===== config.mk =====
export PLATFORM = sky130hd
export DESIGN_NAME = muldiv_seq
export DESIGN_NICKNAME = d
export VERILOG_FILES = /design/src/rtl/muldiv_seq.sv
export SDC_FILE = /design/constraint.sdc
export NUM_CORES = 1
export LEC_CHECK = 0
export BUFFER_PORTS_ARGS = -buffer_cell sky130_fd_sc_hd__clkbuf_2
export CORE_ASPECT_RATIO = 0.6
export CORE_MARGIN = 2
export CORE_UTILIZATION = 55
export DETAILED_ROUTE_END_ITERATION = 12
export PLACE_DENSITY = 0.84
export SETUP_SLACK_MARGIN = 0.3
export SYNTH_ARGS = -nofsm -noshare
export SYNTH_HDL_FRONTEND = slang
export SYNTH_SLANG_ARGS = --single-unit

===== constraint.sdc =====
create_clock -name clk -period 8.3 [get_ports clk]
set_input_delay 2.49 -clock clk [delete_from_list [all_inputs] [get_ports clk]]
set_output_delay 2.49 -clock clk [all_outputs]
set_load 0.1 [all_outputs]

===== src/rtl/muldiv_seq.sv =====
// Sequential multiply/divide unit with HI/LO registers.
// Ports: clk, reset (sync, active-low), start/op/srca/srcb request an operation,
//   mthi/mtlo/wd write HI/LO directly, hi/lo results, busy while running, done pulse.
module muldiv_seq #(
  parameter int WIDTH = 32
) (
  input  logic             clk,
  input  logic             reset,
  input  logic             start,
  input  logic [1:0]       op,
  input  logic [WIDTH-1:0] srca,
  input  logic [WIDTH-1:0] srcb,
  input  logic             mthi,
  input  logic             mtlo,
  input  logic [WIDTH-1:0] wd,
  output logic [WIDTH-1:0] hi,
  output logic [WIDTH-1:0] lo,
  output logic             busy,
  output logic             done
);

  localparam int CW = $clog2(WIDTH) + 1;

  typedef enum logic [1:0] {
    S_IDLE,
    S_RUN,
    S_FIXUP
  } state_t;

  state_t r_state;
  state_t w_next;

  logic [CW-1:0]      r_cnt;
  logic               r_is_div;
  logic               r_neg_q;
  logic               r_neg_r;
  logic               r_dz;
  logic [WIDTH-1:0]   r_srca;
  logic [WIDTH-1:0]   r_div;
  logic [2*WIDTH-1:0] r_acc;
  logic [WIDTH-1:0]   r_hi;
  logic [WIDTH-1:0]   r_lo;
  logic               r_done;

  logic               w_accept;
  logic               w_last;
  logic               w_is_div;
  logic               w_sa;
  logic               w_sb;
  logic [WIDTH-1:0]   w_mag_a;
  logic [WIDTH-1:0]   w_mag_b;

  logic [WIDTH:0]     w_msum;
  logic [WIDTH:0]     w_shift;
  logic [WIDTH:0]     w_diff;
  logic               w_ok;
  logic [2*WIDTH-1:0] w_mstep;
  logic [2*WIDTH-1:0] w_dstep;

  logic [2*WIDTH-1:0] w_prod;
  logic [WIDTH-1:0]   w_quo;
  logic [WIDTH-1:0]   w_rem;
  logic [WIDTH-1:0]   w_res_hi;
  logic [WIDTH-1:0]   w_res_lo;

  assign w_accept = start && (r_state == S_IDLE);
  assign w_last   = (r_cnt == CW'(WIDTH - 1));
  assign w_is_div = op[1];

  // op[0]==0 selects the signed variants
  assign w_sa    = ~op[0] & srca[WIDTH-1];
  assign w_sb    = ~op[0] & srcb[WIDTH-1];
  assign w_mag_a = w_sa ? (~srca + 1'b1) : srca;
  assign w_mag_b = w_sb ? (~srcb + 1'b1) : srcb;

  // multiply step: add multiplicand into upper half when LSB set, shift right
  assign w_msum  = {1'b0, r_acc[2*WIDTH-1:WIDTH]}
                 + (r_acc[0] ? {1'b0, r_div} : '0);
  assign w_mstep = {w_msum, r_acc[WIDTH-1:1]};

  // restoring divide step: remainder in upper half, quotient shifts in below
  assign w_shift = r_acc[2*WIDTH-1:WIDTH-1];
  assign w_diff  = w_shift - {1'b0, r_div};
  assign w_ok    = ~w_diff[WIDTH];
  assign w_dstep = {(w_ok ? w_diff[WIDTH-1:0] : w_shift[WIDTH-1:0]),
                    r_acc[WIDTH-2:0], w_ok};

  assign w_prod = r_neg_q ? (~r_acc + 1'b1) : r_acc;
  assign w_quo  = r_neg_q ? (~r_acc[WIDTH-1:0] + 1'b1)
                          : r_acc[WIDTH-1:0];
  assign w_rem  = r_neg_r ? (~r_acc[2*WIDTH-1:WIDTH] + 1'b1)
                          : r_acc[2*WIDTH-1:WIDTH];

  always_comb begin
    w_res_hi = w_prod[2*WIDTH-1:WIDTH];
    w_res_lo = w_prod[WIDTH-1:0];
    if (r_is_div) begin
      if (r_dz) begin
        w_res_hi = r_srca;
        w_res_lo = '1;
      end else begin
        w_res_hi = w_rem;
        w_res_lo = w_quo;
      end
    end
  end

  always_ff @(posedge clk) begin
    if (!reset) r_state <= S_IDLE;
    else        r_state <= w_next;
  end

  always_comb begin
    w_next = r_state;
    unique case (r_state)
      S_IDLE:  if (w_accept) w_next = S_RUN;
      S_RUN:   if (w_last) w_next = S_FIXUP;
      S_FIXUP: w_next = S_IDLE;
      default: w_next = S_IDLE;
    endcase
  end

  always_comb begin
    busy = (r_state != S_IDLE);
    done = r_done;
    hi   = r_hi;
    lo   = r_lo;
  end

  always_ff @(posedge clk) begin
    if (!reset) begin
      r_cnt    <= '0;
      r_is_div <= 1'b0;
      r_neg_q  <= 1'b0;
      r_neg_r  <= 1'b0;
      r_dz     <= 1'b0;
      r_srca   <= '0;
      r_div    <= '0;
      r_acc    <= '0;
      r_hi     <= '0;
      r_lo     <= '0;
      r_done   <= 1'b0;
    end else begin
      r_done <= (r_state == S_FIXUP);
      unique case (r_state)
        S_IDLE: begin
          if (start) begin
            r_cnt    <= '0;
            r_is_div <= w_is_div;
            r_neg_q  <= w_sa ^ w_sb;
            r_neg_r  <= w_sa;
            r_dz     <= (srcb == '0);
            r_srca   <= srca;
            r_div    <= w_is_div ? w_mag_b : w_mag_a;
            r_acc    <= {{WIDTH{1'b0}},
                         (w_is_div ? w_mag_a : w_mag_b)};
          end else begin
            if (mthi) r_hi <= wd;
            if (mtlo) r_lo <= wd;
          end
        end
        S_RUN: begin
          r_acc <= r_is_div ? w_dstep : w_mstep;
          if (!w_last) r_cnt <= r_cnt + 1'b1;
        end
        S_FIXUP: begin
          r_hi <= w_res_hi;
          r_lo <= w_res_lo;
        end
        default: ;
      endcase
    end
  end

endmodule


==> out/metrics.yaml <==
outcome: "finished, final reports clean"
clockPowerShare: 0.334
r2r_cells: 14
ys_seq_area_frac: 0.244
dpl.cell_count: 2717
worstMarginPinSlew_ps: 1250
drv_cap: 0
ios: 169
num_vias: 19091
cp_data_arrival_time_ps: 5640
powerDensity_nw_per_um2: 166
maxSlewHeadroom: 0.164
p_int_mw: 1.87
root_buffer: "clkbuf_16"
post_cts_buffers: 0
synth-edff-count: 0
finalHoldViolCount: 0
gr-total-overflow: 0
grt_pass1_vias: 16951
crit_type: "in2reg"
finalMaxSlewViolations: 0
regArea_um2: 4110
yosysTopAreaCellShare: 0.244
power_mw: 3.07
ys_ff_latch: 205
clockBufferDepth: 3
grt_pass1_wl_um: 103000
ys.flop_type: "dfxtp_1"
syn2layout_area_growth_pct: 9.97
routed_wl_um: 68400
num-nets-final: 2508
postCtsHoldBufs: 0
wire_per_inst_um: 24.8
setup_tns_ps: 0
setup_viol: 0
period_share: 0.630
core_area_um2: 30000
mappedNetlistArea_um2: 16800
cts_buffers: 23
drc: 0
cts_sinks: 205
antenna_found_initial: 1
num-fill-cells: 2717
clk_pin_slew_worst_paths_ps: 70
final_cell_area_um2: 18500
cts_resized: 0
synth_nets: 2462
clk_latency_ps: 550
synth_common_cells: "nand2_1, nor2_1, a21oi_1, dfxtp_1, o21ai_0"
whs_ps: 465
die_area_um2: 32000
die_w_um: 230
hpwl_um: 51800
yosysTopAreaCell: "dfxtp_1"
fin_worst_skew_ps: 20.2
holdPathStages: 2
switching_share: 0.392
num_rows: 49
setup.worst_path.start_class: "input pin"
grt_max_degree: 71
yosys_warnings: 0
pwr-share-comb: 0.295
clock.fmax_mhz: 191
setup.worst_path.end_class: "flop"
crit_required_ps: 8710
drt-pass1-iter-count: 8
hold_path.class: "reg2reg"
min_period_ps: 5230
synth.area.top_cells: "dfxtp_1, a21oi_1, nand2_1, mux2i_1, xnor2_1"
track_usage: 0.412
p_seq_frac: 0.372
rsz0062_at_grt: "false"
synthCells: 2288
post_route_cells_drive_above_1_share: 0.128
crit_path_max_fanout: 6
layout.cells.non_filler: 2759
antenna_left: 0
drt_iter0_drc: 3398
gp_congestion: 1.06
diodes: 0
start_util: 0.560
place_area_um2: 17700
port-buffer-count: 168
h-tree-depth: 1
die_h_um: 139
synth.most_common_cell: "nand2_1"
cts_tree: "yes"
synth_area_per_cell_um2: 7.34
power_switching_mw: 1.20
multi_input_area_um2: 11800
synth_cell_types: 73
viasPerCell: 6.92
power_leakage_nw: 7.45
ir_worst_vdd_mv: 0.109
synthArstFlopShare: 0
[placed cells by master (no fill, tap or decap), types with 69 or more instances in the layout]
master / instances
nand2_1: 270
nor2_1: 217
a21oi_1: 210
dfxtp_1: 203
o21ai_0: 172
clkbuf_2: 168
xnor2_1: 99
mux2i_1: 95
xor2_1: 86
ha_1: 69
[worst max-delay path, cell delays in order]
cell and delay, ps:
clkbuf_2 120, inv_1 90, ha_1 160, or3b_2 480, nor4_1 810, a21oi_1 240
nor2_1 410, o21ai_0 200, xnor2_1 250, nor2_1 60, a211oi_1 250, a211oi_1 80
[cells by family after synthesis]
group | after synthesis | share of synthesized area
fa+ha+maj | 71 | 0.0538
mux | 118 | 0.0720
simple gates | 752 | 0.207
buf+inv | 244 | 0.0553
flops | 205 | 0.244
compound gates | 713 | 0.271
xor+xnor | 185 | 0.0964
[metal layers]
| layer | up-vias | global-route usage | wire (µm) |
|---|---|---|---|
| met5 | - | 0 | 17 |
| met4 | 2 | 0.115 | 2450 |
| met3 | 203 | 0.149 | 12600 |
| met2 | 1603 | 0.554 | 25700 |
| met1 | 8917 | 0.608 | 27700 |
| li1 | 8366 | - | - |
[per-stage QoR]
stage | worst slack [ps] | utilization
floorplan | 3390 | -
global placement | 2680 | 0.592
detailed placement | 2630 | 0.592
CTS | 3180 | 0.616
global route | 2750 | 0.616
finish | 3070 | 0.616
[cell type report]
cell class	count	share of cell area
repair buffers	196	0.0569
well taps	408	0.0276
flip-flops and latches	205	0.222
multi-input cells	1839	0.639
clock inverters	16	0.00657
clock buffers	26	0.0334
inverters	69	0.0141
[state kept, by name, summed over array words and instances, names as in the netlist]
signal,count
r_neg_r,1
r_cnt,6
r_is_div,1
r_acc,64
r_srca,32
r_div,32
hi,32
done,1
lo,32
r_state,2
r_dz,1
r_neg_q,1
[power groups by stage]
stage          combinational (mW)  sequential [mW]  clock, mW
2_1_floorplan               0.531             1.20          0
3_3_place_gp                0.850             1.15          0
3_5_place_dp                0.864             1.15          0
4_1_cts                     0.869             1.13       1.02
5_1_grt                     0.958             1.14       1.06
6_report                    0.906             1.14       1.03
[final timing paths]
kind / from / to / slack (ps)
max: srca[1] / r_div[28] / 3070
min: r_srca[5] / r_srca[5] / 470
max reg2reg: r_acc[31] / r_acc[33] / 3160
min reg2reg: r_srca[5] / r_srca[5] / 470
(Power assumes the default switching activity.)
